**src/rtl/tmds_pkg.sv**
```systemverilog
// Shared TMDS definitions: control tokens, aligner FSM states and the 10b->8b helpers.
package tmds_pkg;

    localparam logic [9:0] TOK_C00 = 10'h354;
    localparam logic [9:0] TOK_C01 = 10'h0AB;
    localparam logic [9:0] TOK_C10 = 10'h154;
    localparam logic [9:0] TOK_C11 = 10'h2AB;

    typedef enum logic [1:0] {
        SEARCH = 2'd0,
        SLIP   = 2'd1,
        SETTLE = 2'd2,
        LOCKED = 2'd3
    } align_state_t;

    typedef struct packed {
        logic       valid;
        logic [1:0] ctrl;
    } tok_match_t;

    function automatic tok_match_t tok_match(input logic [9:0] w);
        tok_match_t m;
        m.valid = 1'b1;
        m.ctrl  = 2'b00;
        case (w)
            TOK_C00: m.ctrl = 2'b00;
            TOK_C01: m.ctrl = 2'b01;
            TOK_C10: m.ctrl = 2'b10;
            TOK_C11: m.ctrl = 2'b11;
            default: m.valid = 1'b0;
        endcase
        return m;
    endfunction

    // Undo the optional inversion (q[9]) then the XOR/XNOR chain (q[8]).
    function automatic logic [7:0] tmds_decode(input logic [9:0] q);
        logic [7:0] d;
        logic [7:0] o;
        d    = q[9] ? ~q[7:0] : q[7:0];
        o    = '0;
        o[0] = d[0];
        for (int i = 1; i < 8; i++) begin
            o[i] = q[8] ? (d[i] ^ d[i-1]) : ~(d[i] ^ d[i-1]);
        end
        return o;
    endfunction

endpackage

```
**src/rtl/tmds_decoder.sv**
```systemverilog
// Token match and registered 10b->8b decode; outputs forced to zero unless lock_en.
module tmds_decoder
    import tmds_pkg::*;
(
    input  logic       clk,
    input  logic       rst_n,
    input  logic [9:0] data_in,
    input  logic       lock_en,
    output logic       is_token_c,
    output logic [7:0] pixel_out,
    output logic [1:0] ctrl_out,
    output logic       de_out
);

    logic [9:0] data_d, data_q;
    logic [7:0] pixel_d, pixel_q;
    logic [1:0] ctrl_d, ctrl_q;
    logic       de_d, de_q;
    tok_match_t in_match, q_match;

    assign in_match   = tok_match(data_in);
    assign q_match    = tok_match(data_q);
    assign is_token_c = in_match.valid;

    always_comb begin
        data_d  = data_in;
        pixel_d = '0;
        ctrl_d  = '0;
        de_d    = 1'b0;
        if (lock_en) begin
            if (q_match.valid) begin
                ctrl_d = q_match.ctrl;
            end else begin
                de_d    = 1'b1;
                ctrl_d  = ctrl_q;
                pixel_d = tmds_decode(data_q);
            end
        end
    end

    always_ff @(posedge clk or negedge rst_n) begin
        if (!rst_n) begin
            data_q  <= '0;
            pixel_q <= '0;
            ctrl_q  <= '0;
            de_q    <= 1'b0;
        end else begin
            data_q  <= data_d;
            pixel_q <= pixel_d;
            ctrl_q  <= ctrl_d;
            de_q    <= de_d;
        end
    end

    assign pixel_out = pixel_q;
    assign ctrl_out  = ctrl_q;
    assign de_out    = de_q;

endmodule

```
**src/rtl/tmds_channel_aligner.sv**
```systemverilog
// Per-channel TMDS word aligner: slips the deserializer until control tokens line up, then decodes.
module tmds_channel_aligner
    import tmds_pkg::*;
#(
    parameter int unsigned SEARCH_CYCLES = 2048,
    parameter int unsigned LOCK_TOKENS   = 16,
    parameter int unsigned SETTLE_CYCLES = 4
) (
    input  logic       clk_1x_in,
    input  logic       reset_n_in,
    input  logic [9:0] deser_data_in,
    output logic       bit_slip_out,
    output logic       locked_out,
    output logic [3:0] slip_cnt_out,
    output logic [7:0] pixel_out,
    output logic [1:0] ctrl_out,
    output logic       de_out
);

    localparam int unsigned WIN_W = (SEARCH_CYCLES > 1) ? $clog2(SEARCH_CYCLES) : 1;
    localparam int unsigned TOK_W = $clog2(LOCK_TOKENS + 1);
    localparam int unsigned SET_W = (SETTLE_CYCLES > 1) ? $clog2(SETTLE_CYCLES) : 1;

    align_state_t     state_d, state_q;
    logic [WIN_W-1:0] win_d, win_q;
    logic [TOK_W-1:0] tok_d, tok_q, tok_sum;
    logic [SET_W-1:0] set_d, set_q;
    logic [3:0]       slip_cnt_d, slip_cnt_q;
    logic             bit_slip_d, bit_slip_q;
    logic             locked_d, locked_q;
    logic             is_token_c;
    logic             win_end_c;

    tmds_decoder u_decoder (
        .clk        (clk_1x_in),
        .rst_n      (reset_n_in),
        .data_in    (deser_data_in),
        .lock_en    (state_q == LOCKED),
        .is_token_c (is_token_c),
        .pixel_out  (pixel_out),
        .ctrl_out   (ctrl_out),
        .de_out     (de_out)
    );

    assign tok_sum   = tok_q + TOK_W'(is_token_c);
    assign win_end_c = (win_q == WIN_W'(SEARCH_CYCLES - 1));

    always_comb begin
        state_d    = state_q;
        win_d      = win_q;
        tok_d      = tok_q;
        set_d      = set_q;
        slip_cnt_d = slip_cnt_q;
        case (state_q)
            SEARCH: begin
                win_d = win_q + WIN_W'(1);
                tok_d = tok_sum;
                // Reaching the token target takes priority over window expiry.
                if (tok_sum >= TOK_W'(LOCK_TOKENS)) begin
                    state_d = LOCKED;
                    win_d   = '0;
                    tok_d   = '0;
                end else if (win_end_c) begin
                    state_d    = SLIP;
                    win_d      = '0;
                    tok_d      = '0;
                    slip_cnt_d = (slip_cnt_q == 4'd9) ? 4'd0 : slip_cnt_q + 4'd1;
                end
            end
            SLIP: begin
                state_d = SETTLE;
                set_d   = '0;
            end
            SETTLE: begin
                if (set_q == SET_W'(SETTLE_CYCLES - 1)) begin
                    state_d = SEARCH;
                    set_d   = '0;
                    win_d   = '0;
                    tok_d   = '0;
                end else begin
                    set_d = set_q + SET_W'(1);
                end
            end
            LOCKED: begin
                if (is_token_c) begin
                    win_d = '0;
                end else if (win_end_c) begin
                    state_d = SEARCH;
                    win_d   = '0;
                    tok_d   = '0;
                end else begin
                    win_d = win_q + WIN_W'(1);
                end
            end
            default: state_d = SEARCH;
        endcase
        // Pulse coincides with the SLIP state; lock indication trails the state by one edge.
        bit_slip_d = (state_d == SLIP);
        locked_d   = (state_q == LOCKED);
    end

    always_ff @(posedge clk_1x_in or negedge reset_n_in) begin
        if (!reset_n_in) begin
            state_q    <= SEARCH;
            win_q      <= '0;
            tok_q      <= '0;
            set_q      <= '0;
            slip_cnt_q <= '0;
            bit_slip_q <= 1'b0;
            locked_q   <= 1'b0;
        end else begin
            state_q    <= state_d;
            win_q      <= win_d;
            tok_q      <= tok_d;
            set_q      <= set_d;
            slip_cnt_q <= slip_cnt_d;
            bit_slip_q <= bit_slip_d;
            locked_q   <= locked_d;
        end
    end

    assign bit_slip_out = bit_slip_q;
    assign locked_out   = locked_q;
    assign slip_cnt_out = slip_cnt_q;

endmodule

```
**config.mk**
```make
export PLATFORM = sky130hd
export DESIGN_NAME = tmds_channel_aligner
export DESIGN_NICKNAME = d
export VERILOG_FILES = /design/src/rtl/tmds_pkg.sv /design/src/rtl/tmds_decoder.sv /design/src/rtl/tmds_channel_aligner.sv
export SDC_FILE = /design/constraint.sdc
export NUM_CORES = 1
export LEC_CHECK = 0
export CORE_ASPECT_RATIO = 0.7
export CORE_UTILIZATION = 44
export CTS_CLUSTER_SIZE = 25
export DETAILED_ROUTE_END_ITERATION = 12
export DONT_BUFFER_PORTS = 1
export GPL_TIMING_DRIVEN = 0
export REMOVE_ABC_BUFFERS = 1
export SYNTH_ARGS = -nofsm -noshare
export SYNTH_HDL_FRONTEND = slang
export SYNTH_SLANG_ARGS = --single-unit
```
**constraint.sdc**
```tcl
create_clock -name clk_1x_in -period 6.4 [get_ports clk_1x_in]
set_clock_uncertainty 0.2 [all_clocks]
set_input_delay 1.28 -clock clk_1x_in [delete_from_list [all_inputs] [get_ports clk_1x_in]]
set_output_delay 1.28 -clock clk_1x_in [all_outputs]
set_load 0.02 [all_outputs]
```
==> After elaboration in Yosys (flattened, before gate mapping) <==
Cells that the tools add are included.
{ "classes": {"n_addsub": 4, "order_cmp": 1, "eq_ne": 19, "muxes": 37, "n_bitwise": 16, "reduce_logical": 8} }
{ "ops": {"columns": ["op", "count"], "rows": [
  ["$mux 11", 4],
  ["$eq 10x10->1 const B", 4],
  ["$pmux 11 s3", 1],
  ["$mux 5", 5],
  ["$mux 8", 3],
  ["$eq 10x8->1 const B", 2],
  ["$eq 10x9->1 const B", 2],
  ["$mux 2", 8],
  ["$pmux 5 s3", 1],
  ["$add 11x1->11 const B", 1],
  ["$eq 11x11->1 const B", 1],
  ["$mux 1", 11],
  ["$not 1->1", 8],
  ["$not 8->8", 1],
  ["$pmux 2 s4", 1],
  ["$reduce_or 4->1", 2],
  ["$xor 1x1->1", 7],
  ["$eq 2x2->1 const B", 3],
  ["$pmux 2 s3", 1],
  ["$add 5x1->5", 1],
  ["$ge 5x5->1 const B", 1],
  ["$add 4x1->4 const B", 1],
  ["$eq 2x1->1 const B", 2],
  ["$eq 4x4->1 const B", 1],
  ["other kinds (11)", 13]
]} }
{ "totals": {"ff_bits": 47, "out_inout_bits": 17} }

==> Longest topological paths before layout <==
Gate-level depths: netlist (run 1).
{ "depth": {"ltp_word": 8, "ltp_mapped": 11} }

==> By module <==
A second synthesis (run 1) with hierarchy kept.
{ "hier_totals": {"cells_unflattened": 219, "hier_area_um2": 2396.0} }
{ "modules_own_cells": {"columns": ["mod", "n_inst", "cells_per_inst", "area_each_um2", "seq_area_each_um2"], "rows": [
  ["tmds_channel_aligner", 1, 151, 1514.0, 650.6],
  ["tmds_decoder", 1, 68, 882.1, 525.5]
]} }

==> Least setup slack after synthesis (run 1) <==
Ideal clock, no wire load.
{ "synth_timing": {"path_type": "input port to flip-flop", "startpoint": "input deser_data_in[5]", "endpoint": "register slip_cnt_q[3], in the netlist slip_cnt_out[3]", "setup_ns": 0.121, "arrival_ns": 3.261, "setup_slack_ns": 2.818, "path_stages": 11, "path_cell_list": "and4bb_2 > nand4b_1 > and2_1 > inv_1 > ha_1 > ha_1 > and3_2 > xnor2_2 > nand4_2 > a21o_1 > a22o_1"} }
{ "synth_via": {"elab_chain_cells": 7, "word_cells_on_any_way": 10} }
{ "synth_lines": {"columns": ["item", "line_no", "rtl"], "rows": [
  ["start: declaration", "tmds_channel_aligner.sv:11", "input logic [9:0] deser_data_in,"],
  ["$eq 10x10->1 (tied with other cells)", "tmds_pkg.sv:25", "case (w)"],
  ["$reduce_or 4->1 (no line) (*)", null, null],
  ["$mux 1 (*)", "tmds_pkg.sv:25", null],
  ["$add 5x1->5 (*)", "tmds_channel_aligner.sv:45", "assign tok_sum = tok_q + TOK_W'(is_token_c);"],
  ["$ge 5x5->1 (*)", "tmds_channel_aligner.sv:59", "if (tok_sum >= TOK_W'(LOCK_TOKENS)) begin"],
  ["$not 1->1 (no line) (*)", null, null],
  ["$reduce_and 3->1 (no line) (*)", null, null],
  ["end signal: assignment", "tmds_channel_aligner.sv:116", "slip_cnt_q <= slip_cnt_d;"],
  ["end: declaration", "tmds_channel_aligner.sv:28", "logic [3:0] slip_cnt_d, slip_cnt_q;"]
]} }
Every way passes the cells marked *; elsewhere a longest branch is shown, timed or not.
A chain may end at the register's enable or synchronous reset.

==> Worst setup path after layout (run 1) <==
{ "layout_timing": {"startpoint": "input deser_data_in[5]", "endpoint": "register bit_slip_q, in the netlist bit_slip_out"} }
{ "layout_via": {"elab_chain_cells": 8, "word_cells_on_any_way": 12} }
{ "layout_lines": {"columns": ["item", "line_no", "rtl"], "rows": [
  ["$eq 10x10->1 (tied with other cells)", "tmds_pkg.sv:25", null],
  ["$reduce_or 4->1 (no line) (*)", null, null],
  ["$mux 1 (*)", "tmds_pkg.sv:25", null],
  ["$add 5x1->5", "tmds_channel_aligner.sv:45", null],
  ["$ge 5x5->1", "tmds_channel_aligner.sv:59", null],
  ["$mux 2", "tmds_channel_aligner.sv:59", null],
  ["$pmux 2 s4 (*)", "tmds_channel_aligner.sv:54", "case (state_q)"],
  ["named net state_d[1]", "tmds_channel_aligner.sv:24", "align_state_t state_d, state_q;"],
  ["$eq 2x1->1 (*)", "tmds_channel_aligner.sv:98", "bit_slip_d = (state_d == SLIP);"],
  ["named net bit_slip_d", "tmds_channel_aligner.sv:29", "logic bit_slip_d, bit_slip_q;"],
  ["end signal: assignment", "tmds_channel_aligner.sv:117", "bit_slip_q <= bit_slip_d;"],
  ["end: declaration", "tmds_channel_aligner.sv:29", null]
]} }
Mark *: on every way through the listed nets, which the timed path passes. The rest lies on a longest branch.

==> implementation parameters, run 1 <==
Parameter                              Value

GRT
  Met2 usage ... 22.0%
  Largest net degree at the start of global routing ... 48
  Global-route wire length before repair ... 7330 um
  Global route hottest layer ... met1
  GRT Total Usage ... 16.1%
  Leftover overflow at the end of global routing ... 0
  Via count of the first global-routing pass ... 1,467
  GR met1 Demand/Resource ... 24.4%
  GRT met3 Usage ... 4.83%
  Number of antenna violations at the first check in global routing ... 0

STA
  Shortest clock period the worst path allows after layout ... 3.57 ns
  Post-route clock period utilization ... 55.8%
  Setup repair after global routing missed its margin ... false
  Max-slew headroom at the worst pin ... 69.8%
  Setup Viol. Count Final ... 0
  Actual slew at the worst max-slew pin ... 0.452 ns
  Accumulated negative setup slack ... 0 ns
  Number of failing hold endpoints at the final stage ... 0
  Count of final max-slew check failures ... 0
  Highest Clock Rate ... 280 MHz

Power
  Net switching fraction of the power ... 20.1%
  Switching power summed over all nets ... 111 uW
  Internal power component ... 439 uW
  Seq pwr share ... 55.6%
  Reported leakage power ... 1.12 nW
  Cell area power density ... 214 mW/mm^2
  Fraction of power consumed by combinational cells ... 2.7%
  Peak supply drop ... 0.0768 mV
  Power, Total ... 549 uW
  Clock power share ... 41.7%

Floorplan
  Area of the core ... 0.00523 sq mm
  Horizontal die dimension ... 90.1 um
  Initial core utilization ... 45.7%
  Ports ... 29
  Placement Rows ... 22
  Die Area ... 0.00574 sq mm
  Die Y-Extent ... 63.7 um

Route
  Violation count after the first detailed-route iteration ... 88
  DRC viols ... 0
  Detail-routed net length per standard cell ... 13.9 um
  Per-cell via count in the routed design ... 5.18
  Pre-Repair DR Iteration Count ... 4
  Wirelength, routed ... 4120 um
  Number of antenna-violating nets in the routed design ... 0
  Vias after detailed routing ... 1,539

Clock tree
  Cell at the root of the clock tree ... clkbuf_8
  Post-cts resize count ... 0
  Number of clock sinks ... 47
  Clock tree from TritonCTS ... built
  Post-CTS setup buffer count ... 0
  Post-CTS clock slew at the launch and capture registers of the worst setup and hold paths ... 0.09 ns
  Worst-Skew Late Latency ... 0.30 ns
  Total of hold buffers inserted after clock tree synthesis ... 0
  Maximum count of clock buffers along a single path ... 2
  CTS Buf Count ... 5
  H-tree lvl count ... 2

Logic synthesis
  Portion of synthesized cell area occupied by the leading cell type ... 49.2%
  Complex-gate fraction of the synthesized area ... 12.5%
  Post-synthesis cell type count ... 53
  Adder-Cell Fraction of Synth Area ... 5.23%
  Post-synthesis share of cell area spent on and, or, nand and nor gates ... 22.0%
  Mapped Cells ... 223
  Cell type with the highest aggregate area in the netlist ... dfrtp_1
  Ys async rst share ... 100%
  Multiplexer share of the synthesized area ... 0%
  Dominant cells by area after synthesis ... dfrtp_1 49%, xnor2_1 5.5%, ha_1 5.2%
  Share of the yosys chip area belonging to registers ... 49.2%
  Yosys reg bits ... 47
  Post-Syn Area ... 0.00239 sq mm
  Main combinational cell family by area after synthesis ... simple AND/OR/NAND/NOR gates
  Number of warning messages in the yosys log ... 0
  Mapped Avg Cell Area ... 10.7 sq um
  Xor and xnor fraction of the mapped netlist area ... 7.59%
  Top_reg_cell synth ... dfrtp_1
  Number of flops mapped to enable cells by yosys ... 0

Setup path
  Buf/Inv on CP ... 1
  Setup crit end kind ... flop
  Critical Path, Cell by Cell ... and4bb_2 > nand4b_1 > and2_1 > inv_1 > ha_1 > ha_1 > and3_2 > xnor2_2 > a31oi_1 > a2bb2oi_1 > a2111oi_2
  Critical Path Start Type ... primary input
  Biggest cell delay along the critical path ... 0.30 ns
  CP max stage cell ... and2_1
  Gate family responsible for the most delay along the worst path ... simple AND/OR/NAND/NOR gates
  Maximum net fanout on the critical path ... 5
  Most used cell, CP ... ha_1
  Arr. time, crit path ... 3.56 ns
  Required time of the worst setup path ... 6.39 ns
  Worst Path Class, Setup ... in -> reg

Placed design
  Global placement routability congestion ... 0.744
  Post-detailed-placement half-perimeter wirelength ... 3000 um
  Placed instance count ... 289
  Port Buffer Count ... 0

Status
  Status ... finished, final reports clean

Job
  Maxcap violations ... 0

Min path
  Min-Delay Path Class ... reg -> reg

Layout
  Area growth from synthesis to layout ... 7.38%
  Final Instance Count excl. Fillers ... 297
  Ant. Diodes ... 0
  Net total in the final layout ... 246
  Share of post-route cells with drive strength above 1 ... 12.0%
## cells in the final DEF, fill, tap and decap left out, types with 3 or more instances in the layout
| master | instances |
|---|---|
| a21oi_1 | 8 |
| nand3_1 | 10 |
| ha_1 | 10 |
| o211ai_1 | 4 |
| clkbuf_8 | 6 |
| inv_1 | 13 |
| or3_1 | 4 |
| nand2_1 | 17 |
| dfrtp_1 | 47 |
| a31oi_1 | 4 |
| nor2b_1 | 3 |
| nor3_1 | 3 |
| nand4_1 | 3 |
| nor4bb_1 | 3 |
| nand2b_1 | 3 |
| nor2_1 | 16 |
| xnor2_1 | 15 |
| o21ai_0 | 11 |
## cells in the mapped netlist (4+ instances only)
cell / n
o21ai_0: 11
dfrtp_1: 47
a31oi_1: 4
a21oi_1: 8
ha_1: 10
o211ai_1: 4
or3_1: 4
nand2_1: 17
inv_1: 13
xnor2_1: 15
nor2_1: 16
nand3_1: 10
## stage by stage
stage | worst slack, ns | area [sq um] | util, % | hold WS, ns
after floorplan | 2.82 | 2360 | - | 0.264
after global placement | 2.54 | 2450 | 46.8 | 0.301
after detailed placement | 2.50 | 2450 | 46.8 | 0.290
after CTS | 2.82 | 2570 | 49.1 | 0.316
after global routing | 2.57 | 2570 | 49.1 | 0.366
final | 2.83 | 2570 | 49.1 | 0.308
## logic make-up after synthesis
kind of cell / count (synthesis)
simple gates: 86
buf+inv: 19
flops: 47
fa+ha+maj: 10
compound gates: 42
xor+xnor: 19
## state kept, by name, summed over array words and instances (netlist names)
| signal | flops |
|---|---|
| slip_cnt_out | 4 |
| u_decoder.de_out | 1 |
| set_q | 2 |
| u_decoder.pixel_out | 8 |
| tok_q | 5 |
| state_q | 2 |
| locked_out | 1 |
| u_decoder.data_q | 10 |
| u_decoder.ctrl_out | 2 |
| bit_slip_out | 1 |
| win_q | 11 |
## worst paths after layout
path                                               startpoint                                end  slack (ns)  cells past startpoint
worst max-delay path                         deser_data_in[5]             bit_slip_out$_DFF_PN0_        2.83                     11
worst min-delay path            u_decoder.data_q[9]$_DFF_PN0_  u_decoder.ctrl_out[1]$_DFFE_PN0N_        0.31                      1
worst max register to register           state_q[0]$_DFF_PN0_               tok_q[2]$_DFFE_PN0P_        3.95                      7
worst min register to register  u_decoder.data_q[9]$_DFF_PN0_  u_decoder.ctrl_out[1]$_DFFE_PN0N_        0.31                      1
max in group asynchronous                          reset_n_in               win_q[8]$_DFFE_PN0P_        5.45                      0
min in group asynchronous                          reset_n_in        slip_cnt_out[3]$_DFFE_PN0P_        0.47                      0
## final cells by class
class	instances	area, sq um
flip-flops and latches	47	1180
inverters	13	48.8
fillers	497	2660
clock buffers	6	82.6
clock inverters	2	38.8
multi-input cells	157	1130
well taps	72	90.1
## power by group through the flow
| stage | Clock, mW | Sequential (mW) | Combinational (mW) |
|---|---|---|---|
| 5_1_grt | 0.249 | 0.307 | 0.0171 |
| 6_report | 0.229 | 0.306 | 0.0147 |
| 3_3_place_gp | 0 | 0.312 | 0.0148 |
| 4_1_cts | 0.238 | 0.306 | 0.0150 |
| 2_1_floorplan | 0 | 0.311 | 0.0137 |
| 3_5_place_dp | 0 | 0.312 | 0.0150 |
## layer usage
metal  wire length, um  vias up
met5                 0        -
met3               154        2
li1                  -      779
met4                19        0
met1              2250      727
met2              1700       31
Note: power is estimated with default switching activity, not from simulation.
==> inputs of run 2 (changes only) <==
==> constraint.sdc (replaced) <==
create_clock -name clk_1x_in -period 2.9 [get_ports clk_1x_in]
set_clock_uncertainty 0.2 [all_clocks]
set_input_delay 0.58 -clock clk_1x_in [delete_from_list [all_inputs] [get_ports clk_1x_in]]
set_output_delay 0.58 -clock clk_1x_in [all_outputs]
set_load 0.02 [all_outputs]
==> implementation parameters, run 2 (synthesis results as in run 1) <==
Parameter                              Value

Layout
  Final Instance Count excl. Fillers ... 302
  Ant. Diodes ... 0
  Multi-input combinational cell area ... 0.00115 sq mm
  Most common cell after layout, fill and taps aside ... dfrtp_1
  Fin util ... 50.6%
  Area growth from synthesis to layout ... 10.7%
  Fin area ... 0.00265 sq mm
  Leading cell types in the layout, fill and taps excluded ... 47 x dfrtp_1, 17 x nand2_1, 15 x xnor2_1, 15 x nor2_1, 13 x inv_1
  Reg with most FFs ... win_q
  Seq. cell area ... 0.00118 sq mm
  Share of post-route cells with drive strength above 1 ... 14.3%
  # fillers ... 486
  Number of flip-flops under the largest register name ... 11
  Net total in the final layout ... 251

Floorplan
  Horizontal die dimension ... 90.1 um
  Die Area ... 0.00574 sq mm
  Ports ... 29
  Placement Rows ... 22
  Area of the core ... 0.00523 sq mm
  Die Y-Extent ... 63.7 um
  Initial core utilization ... 45.7%

Status
  Status ... finished, final reports clean

Clock tree
  CTS Buf Count ... 5
  Post-CTS clock slew at the launch and capture registers of the worst setup and hold paths ... 0.09 ns
  H-tree lvl count ... 2
  Maximum count of clock buffers along a single path ... 2
  Number of clock sinks ... 47
  Cell at the root of the clock tree ... clkbuf_8
  Clock tree from TritonCTS ... built
  Worst-Skew Late Latency ... 0.30 ns

STA
  Worst Slack Setup Final ... 0.204 ns
  Number of failing hold endpoints at the final stage ... 0
  Setup Viol. Count Final ... 0
  Setup repair after global routing missed its margin ... false
  Post-route clock period utilization ... 93.0%
  Shortest clock period the worst path allows after layout ... 2.70 ns
  Worst hold slack ... 0.103 ns
  Count of final max-slew check failures ... 0
  Max-slew headroom at the worst pin ... 71.5%
  Highest Clock Rate ... 371 MHz
  Actual slew at the worst max-slew pin ... 0.426 ns
  Accumulated negative setup slack ... 0 ns

GRT
  Global-route wire length before repair ... 7320 um
  Leftover overflow at the end of global routing ... 0
  GRT Total Usage ... 16.1%
  Number of antenna violations at the first check in global routing ... 0
  Largest net degree at the start of global routing ... 48
  Via count of the first global-routing pass ... 1,491

Route
  Detail-routed net length per standard cell ... 13.9 um
  Per-cell via count in the routed design ... 5.13
  Pre-Repair DR Iteration Count ... 4
  Number of antenna-violating nets in the routed design ... 0
  Vias after detailed routing ... 1,550
  DRC viols ... 0
  Wirelength, routed ... 4190 um
  Violation count after the first detailed-route iteration ... 77

Setup path
  Number of cells on the worst reg-to-reg path ... 7
  Required time of the worst setup path ... 2.89 ns
  Worst reg2reg startpoint ... state_q[0]$_DFF_PN0_
  Gate family responsible for the most delay along the worst path ... simple AND/OR/NAND/NOR gates
  Critical Path Start Type ... primary input
  R2R Setup Slk ... 0.44 ns
  Critical Path, Cell by Cell ... and4bb_2 > nand4b_1 > and2_4 > inv_1 > ha_1 > ha_1 > and3_4 > xor2_2 > nor3_4 > and4b_1 > a221o_1
  Most used cell, CP ... ha_1
  Endpoint of the worst register-to-register path ... tok_q[2]$_DFFE_PN0P_
  Worst Path Class, Setup ... in -> reg
  Setup crit end kind ... flop
  Buf/Inv on CP ... 1
  Maximum net fanout on the critical path ... 5
  CP max stage cell ... and4bb_2
  Biggest cell delay along the critical path ... 0.27 ns
  Arr. time, crit path ... 2.68 ns

Power
  Cell area power density ... 465 mW/mm^2
  Power, Total ... 1.23 mW
  Peak supply drop ... 0.170 mV
  Reported leakage power ... 1.15 nW

Job
  Maxcap violations ... 0

Placed design
  Global placement routability congestion ... 0.744
  Port Buffer Count ... 0
  Post-detailed-placement half-perimeter wirelength ... 3000 um
  Placed instance count ... 289
  Area post-placement ... 0.00245 sq mm
  Pre-CTS setup slack ... -0.299 ns

Min path
  Min-Delay Path Class ... in -> reg
  Hold Startpoint ... deser_data_in[3]
  Min-Delay Path Depth ... 0
  Worst min-delay path endpoint ... u_decoder.data_q[3]$_DFF_PN0_
## run 2: routing by layer
| layer | up-vias | part of all wire (%) | track usage, % |
|---|---|---|---|
| met3 | 2 | 3.6 | 4.83 |
| met1 | 724 | 55 | 23.8 |
| li1 | 796 | - | - |
| met5 | - | 0 | 0 |
| met2 | 28 | 41 | 22.8 |
| met4 | 0 | 0.45 | 4.23 |
## run 2: worst max path at each step
stage	startpoint	endpoint	cells past startpoint
after floorplan	deser_data_in[5]	slip_cnt_out[3]$_DFFE_PN0P_	11
after global placement	deser_data_in[5]	bit_slip_out$_DFF_PN0_	11
after detailed placement	deser_data_in[5]	win_q[2]$_DFFE_PN0P_	11
after CTS	deser_data_in[5]	bit_slip_out$_DFF_PN0_	11
after global routing	deser_data_in[6]	bit_slip_out$_DFF_PN0_	11
final	deser_data_in[5]	tok_q[2]$_DFFE_PN0P_	11
## run 2: worst register-to-register path, delay by kind of cell (launching register included)
family          cells  cell delay [ns]
compound gates      2             0.48
fa+ha+maj           1             0.35
buf+inv             1             0.08
flops               1             0.42
simple gates        3             0.82
## run 2: cell type report
cell class / count / area share (%)
flip-flops and latches: 47 / 44.4
multi-input cells: 157 / 43.5
well taps: 72 / 3.40
clock buffers: 6 / 3.12
repair buffers: 5 / 2.27
inverters: 13 / 1.84
clock inverters: 2 / 1.47
## run 2: repair_timing
item / CTS / global route
buffers inserted: 0 / 3
hold buffers: 2 / 0
hold endpoints to repair: 47 / 0
resized for setup: 0 / 5
setup endpoints to repair: 0 / 17
## run 2: power breakdown
part | internal (mW) | switching [mW]
Clock | 0.284 | 0.223
Sequential | 0.664 | 0.0102
Combinational | 0.0253 | 0.0248
